[config.mk]
export PLATFORM = sky130hd
export DESIGN_NAME = mem_port_arbiter_flat
export DESIGN_NICKNAME = d
export VERILOG_FILES = /design/src/rtl/mem_port_arbiter_if.sv /design/src/rtl/mem_port_arbiter.sv /design/src/flat_wrapper.sv
export SDC_FILE = /design/constraint.sdc
export NUM_CORES = 1
export LEC_CHECK = 0
export ABC_AREA = 1
export CAP_MARGIN = 20
export CORE_MARGIN = 3
export CORE_UTILIZATION = 38
export DETAILED_ROUTE_END_ITERATION = 8
export PLACE_DENSITY = 0.83
export SETUP_SLACK_MARGIN = 0.2
export SLEW_MARGIN = 0
export SYNTH_ARGS = -nofsm -noshare
export SYNTH_HDL_FRONTEND = slang
export SYNTH_SLANG_ARGS = --single-unit
[constraint.sdc]
create_clock -name CLK -period 1.7 [get_ports CLK]
set_clock_uncertainty 0.15 [all_clocks]
set_input_delay 0.34 -clock CLK [delete_from_list [all_inputs] [get_ports CLK]]
set_output_delay 0.34 -clock CLK [all_outputs]
set_load 0.02 [all_outputs]
[src/rtl/mem_port_arbiter_if.sv]
// rtl/mem_port_arbiter_if.sv - bundle of CPU, EXT and memory signals around the memory port arbiter
// Ports (slave = arbiter side):
//   CPU : cpu_req/cpu_we/cpu_addr/cpu_wdata in, cpu_stall/cpu_rvalid/cpu_rdata out
//   EXT : ext_req/ext_we/ext_addr/ext_wdata/ext_hold in, ext_gnt/ext_rvalid/ext_rdata/hold_ack out
//   MEM : mem_q in, mem_addr/mem_data/mem_we out
interface mem_port_arbiter_if #(
  parameter int ADDR_WIDTH = 10,
  parameter int DATA_WIDTH = 16
);
  logic                  cpu_req;
  logic                  cpu_we;
  logic [15:0]           cpu_addr;
  logic [DATA_WIDTH-1:0] cpu_wdata;
  logic                  cpu_stall;
  logic                  cpu_rvalid;
  logic [DATA_WIDTH-1:0] cpu_rdata;

  logic                  ext_req;
  logic                  ext_we;
  logic [15:0]           ext_addr;
  logic [DATA_WIDTH-1:0] ext_wdata;
  logic                  ext_gnt;
  logic                  ext_rvalid;
  logic [DATA_WIDTH-1:0] ext_rdata;
  logic                  ext_hold;
  logic                  hold_ack;

  logic [ADDR_WIDTH-1:0] mem_addr;
  logic [DATA_WIDTH-1:0] mem_data;
  logic                  mem_we;
  logic [DATA_WIDTH-1:0] mem_q;

  modport slave (
    input  cpu_req, cpu_we, cpu_addr, cpu_wdata,
    output cpu_stall, cpu_rvalid, cpu_rdata,
    input  ext_req, ext_we, ext_addr, ext_wdata, ext_hold,
    output ext_gnt, ext_rvalid, ext_rdata, hold_ack,
    output mem_addr, mem_data, mem_we,
    input  mem_q
  );

  modport master (
    output cpu_req, cpu_we, cpu_addr, cpu_wdata,
    input  cpu_stall, cpu_rvalid, cpu_rdata,
    output ext_req, ext_we, ext_addr, ext_wdata, ext_hold,
    input  ext_gnt, ext_rvalid, ext_rdata, hold_ack,
    input  mem_addr, mem_data, mem_we,
    output mem_q
  );
endinterface

[src/rtl/mem_port_arbiter.sv]
// rtl/mem_port_arbiter.sv - shares one synchronous single-port memory between the CPU and an EXT loader/debug port
// Ports:
//   CLK   : clock, all state updates on the rising edge
//   Reset : synchronous active-high reset
//   bus   : mem_port_arbiter_if.slave carrying CPU request/return, EXT request/return/hold and memory signals
module mem_port_arbiter #(
  parameter int ADDR_WIDTH    = 10,
  parameter int DATA_WIDTH    = 16,
  parameter int MAX_EXT_BURST = 4
) (
  input  logic                 CLK,
  input  logic                 Reset,
  mem_port_arbiter_if.slave    bus
);

  typedef enum logic [1:0] {
    ST_SHARE = 2'd0,
    ST_DRAIN = 2'd1,
    ST_OWN   = 2'd2
  } state_t;

  localparam logic [3:0] LP_MAX_BURST = 4'(MAX_EXT_BURST);

  state_t                r_state;
  state_t                w_next_state;
  logic                  r_last_ext;     // 1: EXT won the most recent grant
  logic                  r_ext_streak;   // EXT was granted in SHARE last cycle
  logic [3:0]            r_burst_cnt;
  logic                  r_cpu_rvalid;
  logic                  r_ext_rvalid;
  logic [DATA_WIDTH-1:0] r_cpu_rdata;
  logic [DATA_WIDTH-1:0] r_ext_rdata;
  logic [ADDR_WIDTH-1:0] r_addr;
  logic [DATA_WIDTH-1:0] r_data;
  logic                  r_hold_ack;

  logic                  w_cpu_gnt;
  logic                  w_ext_gnt;
  logic                  w_ext_keeps;
  logic [ADDR_WIDTH-1:0] w_mem_addr;
  logic [DATA_WIDTH-1:0] w_mem_data;
  logic                  w_mem_we;
  logic                  w_unused_addr_bits;

  // Only the low ADDR_WIDTH bits reach memory; upper bits wrap silently.
  assign w_unused_addr_bits = ^{bus.cpu_addr[15:ADDR_WIDTH], bus.ext_addr[15:ADDR_WIDTH]};

  // A streak requires EXT to have won in SHARE on the previous cycle, so the
  // reset value of r_last_ext alone never lets EXT win the first conflict.
  assign w_ext_keeps = r_last_ext && r_ext_streak && (r_burst_cnt < LP_MAX_BURST);

  always_comb begin
    w_cpu_gnt = 1'b0;
    w_ext_gnt = 1'b0;
    case (r_state)
      ST_SHARE: begin
        if (bus.cpu_req && bus.ext_req) begin
          if (!r_last_ext || w_ext_keeps) begin
            w_ext_gnt = 1'b1;
          end else begin
            w_cpu_gnt = 1'b1;
          end
        end else begin
          w_cpu_gnt = bus.cpu_req;
          w_ext_gnt = bus.ext_req;
        end
      end
      default: begin
        // DRAIN and OWN lock the CPU out; EXT is served whenever it asks.
        w_ext_gnt = bus.ext_req;
      end
    endcase
  end

  always_comb begin
    w_next_state = ST_SHARE;
    case (r_state)
      ST_SHARE: w_next_state = bus.ext_hold ? ST_DRAIN : ST_SHARE;
      ST_DRAIN: w_next_state = bus.ext_hold ? ST_OWN : ST_SHARE;
      ST_OWN:   w_next_state = bus.ext_hold ? ST_OWN : ST_SHARE;
      default:  w_next_state = ST_SHARE;
    endcase
  end

  always_comb begin
    w_mem_addr = r_addr;
    w_mem_data = r_data;
    if (w_cpu_gnt) begin
      w_mem_addr = bus.cpu_addr[ADDR_WIDTH-1:0];
      w_mem_data = bus.cpu_wdata;
    end else if (w_ext_gnt) begin
      w_mem_addr = bus.ext_addr[ADDR_WIDTH-1:0];
      w_mem_data = bus.ext_wdata;
    end
    w_mem_we = (w_cpu_gnt && bus.cpu_we) || (w_ext_gnt && bus.ext_we);
  end

  always_ff @(posedge CLK) begin
    if (Reset) begin
      r_state      <= ST_SHARE;
      r_last_ext   <= 1'b1;
      r_ext_streak <= 1'b0;
      r_burst_cnt  <= 4'd0;
      r_cpu_rvalid <= 1'b0;
      r_ext_rvalid <= 1'b0;
      r_cpu_rdata  <= '0;
      r_ext_rdata  <= '0;
      r_addr       <= '0;
      r_data       <= '0;
      r_hold_ack   <= 1'b0;
    end else begin
      r_state    <= w_next_state;
      r_hold_ack <= (w_next_state == ST_OWN);

      // Leaving OWN hands the next conflict back to the CPU.
      if (r_state == ST_OWN && !bus.ext_hold) begin
        r_last_ext <= 1'b1;
      end else if (w_cpu_gnt) begin
        r_last_ext <= 1'b0;
      end else if (w_ext_gnt) begin
        r_last_ext <= 1'b1;
      end

      r_ext_streak <= (r_state == ST_SHARE) && w_ext_gnt;

      if (r_state != ST_SHARE || w_cpu_gnt || !bus.ext_req) begin
        r_burst_cnt <= 4'd0;
      end else if (w_ext_gnt && bus.cpu_req && r_burst_cnt < LP_MAX_BURST) begin
        r_burst_cnt <= r_burst_cnt + 4'd1;
      end

      r_cpu_rvalid <= w_cpu_gnt && !bus.cpu_we;
      r_ext_rvalid <= w_ext_gnt && !bus.ext_we;
      if (r_cpu_rvalid) begin
        r_cpu_rdata <= bus.mem_q;
      end
      if (r_ext_rvalid) begin
        r_ext_rdata <= bus.mem_q;
      end

      r_addr <= w_mem_addr;
      r_data <= w_mem_data;
    end
  end

  assign bus.cpu_stall  = bus.cpu_req && !w_cpu_gnt;
  assign bus.cpu_rvalid = r_cpu_rvalid;
  assign bus.cpu_rdata  = r_cpu_rvalid ? bus.mem_q : r_cpu_rdata;
  assign bus.ext_gnt    = w_ext_gnt;
  assign bus.ext_rvalid = r_ext_rvalid;
  assign bus.ext_rdata  = r_ext_rvalid ? bus.mem_q : r_ext_rdata;
  assign bus.hold_ack   = r_hold_ack;
  assign bus.mem_addr   = w_mem_addr;
  assign bus.mem_data   = w_mem_data;
  assign bus.mem_we     = w_mem_we;

endmodule

[src/flat_wrapper.sv]
// flat-port wrapper written by rule: the top's interface ports become plain ports
module mem_port_arbiter_flat 
#(
  parameter int ADDR_WIDTH    = 10,
  parameter int DATA_WIDTH    = 16,
  parameter int MAX_EXT_BURST = 4
)
  (CLK, Reset, bus_cpu_req, bus_cpu_we, bus_cpu_addr, bus_cpu_wdata, bus_cpu_stall, bus_cpu_rvalid, bus_cpu_rdata, bus_ext_req, bus_ext_we, bus_ext_addr, bus_ext_wdata, bus_ext_hold, bus_ext_gnt, bus_ext_rvalid, bus_ext_rdata, bus_hold_ack, bus_mem_addr, bus_mem_data, bus_mem_we, bus_mem_q);
  mem_port_arbiter_if #(.ADDR_WIDTH(ADDR_WIDTH), .DATA_WIDTH(DATA_WIDTH)) bus_i ();
  input  logic CLK;
  input  logic Reset;
  input wire logic [$bits(bus_i.cpu_req)-1:0] bus_cpu_req;
  input wire logic [$bits(bus_i.cpu_we)-1:0] bus_cpu_we;
  input wire logic [$bits(bus_i.cpu_addr)-1:0] bus_cpu_addr;
  input wire logic [$bits(bus_i.cpu_wdata)-1:0] bus_cpu_wdata;
  output wire logic [$bits(bus_i.cpu_stall)-1:0] bus_cpu_stall;
  output wire logic [$bits(bus_i.cpu_rvalid)-1:0] bus_cpu_rvalid;
  output wire logic [$bits(bus_i.cpu_rdata)-1:0] bus_cpu_rdata;
  input wire logic [$bits(bus_i.ext_req)-1:0] bus_ext_req;
  input wire logic [$bits(bus_i.ext_we)-1:0] bus_ext_we;
  input wire logic [$bits(bus_i.ext_addr)-1:0] bus_ext_addr;
  input wire logic [$bits(bus_i.ext_wdata)-1:0] bus_ext_wdata;
  input wire logic [$bits(bus_i.ext_hold)-1:0] bus_ext_hold;
  output wire logic [$bits(bus_i.ext_gnt)-1:0] bus_ext_gnt;
  output wire logic [$bits(bus_i.ext_rvalid)-1:0] bus_ext_rvalid;
  output wire logic [$bits(bus_i.ext_rdata)-1:0] bus_ext_rdata;
  output wire logic [$bits(bus_i.hold_ack)-1:0] bus_hold_ack;
  output wire logic [$bits(bus_i.mem_addr)-1:0] bus_mem_addr;
  output wire logic [$bits(bus_i.mem_data)-1:0] bus_mem_data;
  output wire logic [$bits(bus_i.mem_we)-1:0] bus_mem_we;
  input wire logic [$bits(bus_i.mem_q)-1:0] bus_mem_q;
  assign bus_i.cpu_req = bus_cpu_req;
  assign bus_i.cpu_we = bus_cpu_we;
  assign bus_i.cpu_addr = bus_cpu_addr;
  assign bus_i.cpu_wdata = bus_cpu_wdata;
  assign bus_cpu_stall = bus_i.cpu_stall;
  assign bus_cpu_rvalid = bus_i.cpu_rvalid;
  assign bus_cpu_rdata = bus_i.cpu_rdata;
  assign bus_i.ext_req = bus_ext_req;
  assign bus_i.ext_we = bus_ext_we;
  assign bus_i.ext_addr = bus_ext_addr;
  assign bus_i.ext_wdata = bus_ext_wdata;
  assign bus_i.ext_hold = bus_ext_hold;
  assign bus_ext_gnt = bus_i.ext_gnt;
  assign bus_ext_rvalid = bus_i.ext_rvalid;
  assign bus_ext_rdata = bus_i.ext_rdata;
  assign bus_hold_ack = bus_i.hold_ack;
  assign bus_mem_addr = bus_i.mem_addr;
  assign bus_mem_data = bus_i.mem_data;
  assign bus_mem_we = bus_i.mem_we;
  assign bus_i.mem_q = bus_mem_q;
  mem_port_arbiter #(.ADDR_WIDTH(ADDR_WIDTH), .DATA_WIDTH(DATA_WIDTH), .MAX_EXT_BURST(MAX_EXT_BURST)) u_core (.CLK(CLK), .Reset(Reset), .bus(bus_i));
endmodule
After elaboration in Yosys (flattened, before gate mapping)
Index checks and enable logic that the tools add are counted.
{"block": "op_classes", "n_mux": 17, "reduce_logical": 28, "addsub": 1, "n_eq_ne": 3, "order_cmp": 1}
{"op": "$mux 16", "n": 4}
{"op": "$mux 10", "n": 2}
{"op": "$logic_and 1x1->1", "n": 12}
{"op": "$mux 1", "n": 9}
{"op": "$logic_not 1->1", "n": 6}
{"op": "$reduce_or 2->1", "n": 3}
{"op": "$add 4x1->4 const B", "n": 1}
{"op": "$eq 2x2->1 const B", "n": 2}
{"op": "$logic_or 1x1->1", "n": 4}
{"op": "$lt 4x3->1 const B", "n": 1}
{"op": "$pmux 2 s2", "n": 1}
{"op": "$reduce_bool 2->1", "n": 2}
{"op": "$eq 2x1->1 const B", "n": 1}
{"op": "$logic_not 2->1", "n": 1}
{"op": "$mux 2", "n": 1}
{"block": "totals", "register_bits": 69, "elab_cells": 61, "out_inout_bits": 64}

Depth between registers and ports, before layout
Gate-level depths: netlist (run 1).
{"block": "depth", "word_depth": 9, "ltp_mapped": 11, "ltp_nobuf": 11}

Worst setup path before layout (run 1)
Ideal clock, no wire load.
{"block": "synth_path", "path_type": "reg2out", "start": "reg u_core.r_state[0]", "end": "out bus_mem_data[6]", "stages_incl_launch_ff": 10, "slack_ns": -0.146, "arrival_time_ns": 1.356, "t_required_ns": 1.210, "n_path_buf": 1, "path_cell_list": "dfxtp_1 > inv_1 > ha_1 > nand2_2 > inv_4 > nand3_4 > buf_2 > nand3_1 > nand3_1 > nand2_1"}
{"block": "synth_between", "elab_chain_cells": 4}
{"element": "start: declaration", "line_no": "mem_port_arbiter.sv:24", "text": "state_t r_state;"}
{"element": "start signal: assignment", "line_no": "mem_port_arbiter.sv:112", "text": "r_state <= w_next_state;"}
{"element": "$logic_not 2->1 (*)", "line_no": "mem_port_arbiter.sv:55", "text": "case (r_state)"}
{"element": "$mux 1", "line_no": "mem_port_arbiter.sv:55"}
{"element": "$mux 16", "line_no": "mem_port_arbiter.sv:91", "text": "end else if (w_ext_gnt) begin"}
{"element": "$mux 16 (*)", "line_no": "mem_port_arbiter.sv:88", "text": "if (w_cpu_gnt) begin"}
{"element": "end: declaration", "line_no": "flat_wrapper.sv:29", "text": "output wire logic [$bits(bus_i.mem_data)-1:0] bus_mem_data;"}
Every way passes the cells marked *; elsewhere a longest branch is shown, timed or not.

Worst setup path after layout (run 1)
{"block": "layout_path", "start": "reg u_core.r_burst_cnt[2]", "end": "out bus_mem_addr[3]"}
{"block": "layout_between", "elab_chain_cells": 8}
{"element": "start: declaration", "line_no": "mem_port_arbiter.sv:28", "text": "logic [3:0] r_burst_cnt;"}
{"element": "start signal: assignment", "line_no": "mem_port_arbiter.sv:129", "text": "r_burst_cnt <= r_burst_cnt + 4'd1;"}
{"element": "$lt 4x3->1 (*)", "line_no": "mem_port_arbiter.sv:50", "text": "assign w_ext_keeps = r_last_ext && r_ext_streak && (r_burst_cnt < LP_MAX_BURST);"}
{"element": "$logic_and 1x1->1 (*)", "line_no": "mem_port_arbiter.sv:50"}
{"element": "$logic_or 1x1->1 (*)", "line_no": "mem_port_arbiter.sv:58", "text": "if (!r_last_ext || w_ext_keeps) begin"}
{"element": "$mux 1", "line_no": "mem_port_arbiter.sv:58"}
{"element": "$mux 1", "line_no": "mem_port_arbiter.sv:57", "text": "if (bus.cpu_req && bus.ext_req) begin"}
{"element": "$mux 1", "line_no": "mem_port_arbiter.sv:55"}
{"element": "$mux 10", "line_no": "mem_port_arbiter.sv:91"}
{"element": "$mux 10 (*)", "line_no": "mem_port_arbiter.sv:88"}
{"element": "end: declaration", "line_no": "flat_wrapper.sv:28", "text": "output wire logic [$bits(bus_i.mem_addr)-1:0] bus_mem_addr;"}
Marked as above.

==> out/metrics.cfg, run 1 <==
[sta]
period_share_pct=130
min_period_ns=2.22
max_freq_ghz=0.451
timing.final.ws_setup_ns=-0.516
rsz0062_at_grt=true
relSlewSlack_pct=74.1
hold_viol=0
maxSlewViolCount=0
tightestPinTransition_ns=0.388
holdWs_ns=0.0994
setup_viol=62

[worst_setup_path]
endpoint_kind=output port
crit_fanout=18
rr_worst_depth=11
crit_path_start_kind=flip-flop
critPathKind=flip-flop to output port
rrSetupSlack_ns=-0.01
r2r-end=u_core.r_data[3]$_SDFF_PP0_
crit_end=bus_mem_addr[3]
crit_start=u_core.r_burst_cnt[2]$_SDFFE_PP0P_
arrival_ns=1.73
crit_slowest_cell=dfxtp_2
crit-reg2reg-launch=u_core.r_state[0]$_SDFF_PP0_
cpLargestDelayFamily=simple AND/OR/NAND/NOR gates
worst_path_largest_cell_delay_ns=0.34
cp_data_required_time_ns=1.21
path_buf_inv=3
path_depth=9
worstPathCellList=nor2_4, nand2_2, buf_4, nand3_4, buf_12, nand3_1, nand3_2, nand2_4, buf_6

[status]
violations=setup timing
outcome=finished with violations

[route]
drt_pass1_iterations=5
drt_wl_total_um=16500
via_per_inst=5.26
vias=4409
drtAntennaViolNets=0
wire_per_inst_um=19.7
drc_errors=0
drt_iter0_markers=160

[yosys]
synth_top_family_by_area=simple AND/OR/NAND/NOR gates
yosysUniqueCellTypes=27
yosys-top-cells-area=dfxtp_1, nand2_1, nand3_1, a21oi_1, or2_2
ys_async_sr_fraction_pct=0
synthMuxAreaShare_pct=0
synthFlopType=dfxtp_1
synth_compound_area_share_pct=10.1
yosysTopAreaCellShare_pct=41.4
synth_adder_area_share_pct=1.50
syn_inst=462
yosys.area_share.simple_pct=37.5
synth.most_common_cell=nand2_1
synthesis.nets=553
yosysSeqAreaShare_pct=41.4
yosys-top-cells-count=nand2_1, dfxtp_1, nand3_1, a21oi_1, inv_1
ys_ff_latch=69
postSynthAreaPerCell_sq_um=7.21
synth_warnings=0
yosysTopAreaCell=dfxtp_1
synth-edff-count=0
synthXorXnorAreaFrac_pct=0
syn-cell-area_sq_um=3330

[pwr]
p_per_area_nw_per_um2=723
p_leak_nw=3.57
vdd.ir_drop.worst_uv=449
internal_power_mw=3.72
p_sw_mw=1.78
swShare_pct=32.4
p_comb_share_pct=38.0
finalPower_mw=5.50
clkPwrFrac_pct=30.0
seq_power_share_pct=32.0

[clocking]
cts.sinks=69
clk_latency_ns=0.34
cts-root-buf=clkbuf_8
path_clk_slew_ns=0.08
holdBufCountCts=0
numCtsBuffers=9
htree_num_levels=3
clock_path_buffers=2
cts_tree=done

[place]
pre_cts_ws_ns=-1.01
place_congestion=0.847
io_buffers=138
hpwlAfterDp_um=7910

[floorplan]
row_count=33
coreArea_sq_um=8380
start_util_pct=39.8
die_w_um=99.7
design.portCount=151
dieArea_sq_um=9930
die_h_um=99.7

[cells_and_area]
drive_above_1_share_pct=62.3
multiInputGateArea_sq_um=2720
final_nets=821
seq_area_sq_um=1390
nFillCells=321
antennaDiodeCount=0
area_growth_pct=128

[global_route]
overflow=0
grt_util_all_layers_pct=28.1
grt_max_degree=39
grt_pass1_wl_um=22200
grt_pass1_vias=4509
antenna_found_initial=0

[min_path]
hold_path_class=input port to flip-flop

[job]
cap_violations=0

==> layout by cell type (no fill, tap or decap), drive strengths merged <==
master         count
dlygate4sd2        1
ha                 4
clkdlybuf4s15      1
nor3               5
nor2               5
clkbuf            12
nor3b              1
nand3             57
a21oi             60
clkdlybuf4s50     69
inv               46
nand2            165
clkinv             4
or2               26
buf              203
nor4               1
dlymetal6s2s       2
bufinv             3
dfxtp             69
==> layer usage <==
metal	up-vias	track usage (%)	share of wire, %
met5	-	0	0
met4	0	12.8	3.2
met3	50	5.68	5.7
met2	231	51.8	54
met1	2124	30.6	37
li1	2004	-	-
==> cell families (layout without fill, tap and decap cells) <==
kind of cell | after synthesis | after routing
compound gates | 60 | 60
fa+ha+maj | 4 | 4
buf+inv | 69 | 341
flops | 69 | 69
simple gates | 260 | 260
==> sequential cells by signal, summed over array words and instances (netlist names) <==
name,count
u_core.bus.cpu_rvalid,1
u_core.bus.ext_rvalid,1
u_core.bus.hold_ack,1
u_core.r_addr,10
u_core.r_burst_cnt,4
u_core.r_cpu_rdata,16
u_core.r_data,16
u_core.r_ext_rdata,16
u_core.r_ext_streak,1
u_core.r_last_ext,1
u_core.r_state,2
==> cell type report <==
class	count	area share [%]
repair buffers	279	37.8
clock inverters	6	1.48
clock buffers	9	1.63
inverters	44	2.55
multi-input cells	324	35.7
well taps	105	1.73
repair inverters	3	0.773
flip-flops and latches	69	18.3
==> metrics by stage <==
stage / instances / util (%) / setup TNS (ns) / cell area (sq um)
finish: 839 / 90.7 / -16.26 / 7600
global route: 839 / 90.7 / -19.73 / 7600
CTS: 808 / 82.2 / -14.32 / 6890
detailed placement: 767 / 70.2 / -47.26 / 5880
global placement: 767 / 70.2 / -44.75 / 5880
floorplan: 462 / - / 0 / 3800
==> what timing repair did <==
action / in CTS / in global routing
buffers inserted: 21 / 28
cloned: 5 / 3
endpoints found under the setup margin: 90 / 95
resized for setup: 488 / 103
pin swaps: 17 / 12
==> power by group through the flow <==
stage | logic [mW] | clock network [mW] | registers [mW]
3_3_place_gp | 1.54 | 0 | 1.77
6_report | 2.09 | 1.65 | 1.76
3_5_place_dp | 1.57 | 0 | 1.77
4_1_cts | 1.86 | 1.63 | 1.74
5_1_grt | 2.19 | 1.72 | 1.76
2_1_floorplan | 0.848 | 0 | 1.77
==> how the worst min path moves through the flow <==
| stage | startpoint | slack (ns) | cells after the start | endpoint |
|---|---|---|---|---|
| 2_1_floorplan | bus_cpu_we | 0.26 | 1 | u_core.bus.cpu_rvalid$_SDFF_PP0_ |
| 3_3_place_gp | u_core.r_cpu_rdata[11]$_SDFF_PP0_ | 0.30 | 2 | u_core.r_cpu_rdata[11]$_SDFF_PP0_ |
| 3_5_place_dp | u_core.r_cpu_rdata[14]$_SDFF_PP0_ | 0.31 | 2 | u_core.r_cpu_rdata[14]$_SDFF_PP0_ |
| 4_1_cts | Reset | 0.08 | 2 | u_core.bus.cpu_rvalid$_SDFF_PP0_ |
| 5_1_grt | Reset | 0.11 | 2 | u_core.bus.cpu_rvalid$_SDFF_PP0_ |
| 6_report | Reset | 0.1 | 2 | u_core.bus.cpu_rvalid$_SDFF_PP0_ |
==> worst register-to-register path: cells and delay by family (launching register included) <==
kind,cells,cell delay [ns]
buffers and inverters,6,0.61
and+or+nand+nor,3,0.28
adders and majority gates,1,0.16
AOI/OAI and AO/OA,1,0.11
DFF,1,0.34
Power figures use the tool's default switching activity.
==> inputs of run 2 (changes only) <==
Settings changed: ABC_AREA 1 to 0, CORE_UTILIZATION 38 to 40, PLACE_DENSITY 0.83 to 0.82.
==> run 2 against run 1 <==
The flow still finishes with violations (setup timing). Combinational power rose by 24%. Final cell count fell by 1.9%. Sequential share of layout area fell by 1.9 points. Via count rose by 4.7%. Worst setup slack got worse by 0.29 ns. Synthesized area rose by 23%. Synthesized cell count fell by 15%. Critical path type unchanged. Critical endpoint is now bus_mem_data[7]. Highest routed layer unchanged.
==> out/metrics.cfg, run 2 <==
[sta]
min_period_ns=2.51  ; was 2.22 ns
tightestPinTransition_ns=0.502  ; was 0.388 ns
maxSlewViolCount=0  ; unchanged
period_share_pct=147  ; was 130%
timing.final.ws_setup_ns=-0.806  ; was -0.516 ns
rsz0062_at_grt=true  ; unchanged
holdWs_ns=0.186  ; was 0.0994 ns
relSlewSlack_pct=66.5  ; was 74.1%
max_freq_ghz=0.399  ; was 0.451 GHz
setup_viol=89  ; was 62
tns_ns=-30.84  ; was -16.26 ns
hold_viol=0  ; unchanged

[clocking]
cts-root-buf=clkbuf_8  ; unchanged
htree_num_levels=3  ; unchanged
cts_tree=done  ; unchanged
path_clk_slew_ns=0.09  ; was 0.08 ns
clock_path_buffers=2  ; unchanged
numCtsBuffers=9  ; unchanged
clk_latency_ns=0.34  ; about the same
cts.sinks=69  ; unchanged

[cells_and_area]
drive_above_1_share_pct=69.9  ; was 62.3%
reg.largest.list=u_core.r_cpu_rdata: 16 flops, u_core.r_data: 16 flops, u_core.r_ext_rdata: 16 flops  ; unchanged
antennaDiodeCount=0  ; unchanged
final_cell_mix=buf_4, buf_6, clkdlybuf4s50_1, dfxtp_1, nor3_4  ; was buf_4, buf_6, nand2_4, clkdlybuf4s50_1, dfxtp_1
final_common_cell=buf_4  ; unchanged
final_nets=776  ; was 821
area_growth_pct=108  ; was 128%

[yosys]
yosysUniqueCellTypes=47  ; was 27
yosys-top-cells-area=dfxtp_1, mux2_2, a21oi_4, nor3_1, nor4_2  ; was dfxtp_1, nand2_1, nand3_1, a21oi_1, or2_2
ys_async_sr_fraction_pct=0  ; unchanged
synth_warnings=0  ; unchanged
yosysTopAreaCellShare_pct=33.8  ; was 41.4%
ys_ff_latch=69  ; unchanged
yosys-top-cells-count=dfxtp_1, nor3_1, and2_1, mux2_2, a211oi_1  ; was nand2_1, dfxtp_1, nand3_1, a21oi_1, inv_1
syn-cell-area_sq_um=4090  ; was 3330 sq um
yosysTopAreaCell=dfxtp_1  ; unchanged
synthFlopType=dfxtp_1  ; unchanged
synth.most_common_cell=dfxtp_1  ; was nand2_1
postSynthAreaPerCell_sq_um=10.4  ; was 7.21 sq um
yosysSeqAreaShare_pct=33.8  ; was 41.4%
synth-edff-count=0  ; unchanged
synthesis.nets=486  ; was 553
syn_inst=395  ; was 462

[worst_setup_path]
crit-reg2reg-launch=u_core.r_state[0]$_SDFF_PP0_  ; unchanged
critPathKind=flip-flop to output port  ; unchanged
rr_worst_depth=9  ; was 11
r2r-end=u_core.r_addr[7]$_SDFF_PP0_  ; was u_core.r_data[3]$_SDFF_PP0_
endpoint_kind=output port  ; unchanged
arrival_ns=2.02  ; was 1.73 ns
worstPathCellList=inv_2, ha_4, and3_4, buf_12, buf_16, a21oi_4, nor3_4, buf_6  ; was nor2_4, nand2_2, buf_4, nand3_4, buf_12, nand3_1, nand3_2, nand2_4, buf_6
cp_data_required_time_ns=1.21  ; about the same
crit_path_start_kind=flip-flop  ; unchanged
rrSetupSlack_ns=-0.29  ; was -0.01 ns
crit_slowest_cell=dfxtp_2  ; unchanged
crit_fanout=7  ; was 18
worst_path_largest_cell_delay_ns=0.33  ; was 0.34 ns

[route]
drc_errors=0  ; unchanged
drtAntennaViolNets=0  ; unchanged
drt_wl_total_um=19700  ; was 16,500 um
wire_per_inst_um=23.9  ; was 19.7 um
drt_pass1_iterations=5  ; unchanged
drt_iter0_markers=326  ; was 160
via_per_inst=5.61  ; was 5.26
vias=4618  ; was 4,409

[global_route]
antenna_found_initial=0  ; unchanged
overflow=0  ; unchanged
grt_pass1_wl_um=26400  ; was 22,200 um
grt_max_degree=34  ; was 39
grt_util_all_layers_pct=29.3  ; was 28.1%
grt_pass1_vias=4978  ; was 4,509

[place]
io_buffers=138  ; unchanged
place_congestion=0.833  ; was 0.847
hpwlAfterDp_um=9780  ; was 7910 um
pre_cts_ws_ns=-1.15  ; was -1.01 ns

[min_path]
min_to=u_core.bus.cpu_rvalid$_SDFF_PP0_  ; unchanged
whs_path_depth=2  ; unchanged
hold_path_class=input port to flip-flop  ; unchanged
hold_path_startpoint=Reset  ; unchanged

[pwr]
vdd.ir_drop.worst_uv=528  ; was 449 uV
p_per_area_nw_per_um2=670  ; was 723 nW/um^2
p_leak_nw=3.47  ; was 3.57 nW
finalPower_mw=5.70  ; was 5.50 mW

[floorplan]
row_count=36  ; was 33
design.portCount=151  ; unchanged
coreArea_sq_um=9860  ; was 8380 sq um
die_w_um=107  ; was 99.7 um
start_util_pct=41.5  ; was 39.8%
dieArea_sq_um=11500  ; was 9930 sq um
die_h_um=107  ; was 99.7 um

[status]
outcome=finished with violations  ; unchanged
violations=setup timing  ; unchanged

[job]
cap_violations=0  ; unchanged

[run 2: changes by cell type in the layout (fill, tap and decap cells not counted), moves of 19 or more]
cell and delta:
a211oi_4 +21, a21oi_1 -44, nand3_2 -27, nand2_1 -32
nand2_2 -47, or2_2 -26, inv_1 -33, nand2_4 -76
mux2_4 +30, a21oi_4 +21, and2_1 +29, nor3_4 +35
or2b_2 +19
[run 2: final cells by class]
class / count / area [sq um]
well taps: 133 / 166
multi-input cells: 283 / 3450
inverters: 7 / 26.3
repair buffers: 315 / 3280
clock inverters: 7 / 62.6
clock buffers: 9 / 124
fillers: 406 / 1350
flip-flops and latches: 69 / 1400
[run 2: repair_timing]
item / CTS / global route
cloned: 7 / 2
endpoints found under the setup margin: 98 / 102
endpoints found under the hold margin: 0 / 0
resized for setup: 454 / 79
hold buffers: 0 / 0
pin swaps: 34 / 24
buffers inserted: 20 / 13
[run 2: worst max path at each step]
stage	startpoint	to	slack, ns	cells past startpoint
floorplan	u_core.r_state[1]$_SDFF_PP0_	bus_mem_data[5]	-0.21	8
global placement	bus_cpu_req	bus_mem_addr[7]	-1.08	7
detailed placement	bus_cpu_req	bus_mem_addr[7]	-1.15	7
CTS	u_core.r_state[0]$_SDFF_PP0_	bus_mem_addr[9]	-0.71	8
global route	u_core.r_state[0]$_SDFF_PP0_	bus_mem_data[9]	-0.86	8
finish	u_core.r_state[0]$_SDFF_PP0_	bus_mem_data[7]	-0.81	8
[run 2: stage by stage]
| stage | cell area, sq um | utilization [%] | instances |
|---|---|---|---|
| after floorplan | 4680 | - | 395 |
| after global placement | 7010 | 71.1 | 765 |
| after detailed placement | 7010 | 71.1 | 765 |
| after CTS | 8020 | 81.3 | 808 |
| after global routing | 8510 | 86.3 | 823 |
| final | 8510 | 86.3 | 823 |
[run 2: report_power, final]
part	switching, mW	total [mW]	leakage, nW	internal (mW)
Clock	0.765	1.33	0.0931	0.565
Combinational	1.22	2.59	2.81	1.36
Sequential	0.0742	1.78	0.569	1.71
[run 2: cells by family after synthesis]
logic type / Yosys count / synth area share [%]
mux: 32 / 8.80
buf+inv: 43 / 8.99
fa+ha+maj: 4 / 1.22
compound gates: 64 / 15.6
simple gates: 183 / 31.7
flops: 69 / 33.8
[run 2: routing by layer]
layer	wire length (um)	track usage, %	vias to the layer above
li1	-	-	2012
met1	7210	33.0	2280
met2	10400	53.9	269
met3	1370	6.02	57
met4	705	11.0	0
met5	0	0	-
[run 2: worst max-delay path, delay by kind of cell (launching register included)]
kind,cells,cell delay [ns]
flops,1,0.33
simple gates,2,0.52
fa+ha+maj,1,0.22
buf+inv,4,0.50
compound gates,1,0.10
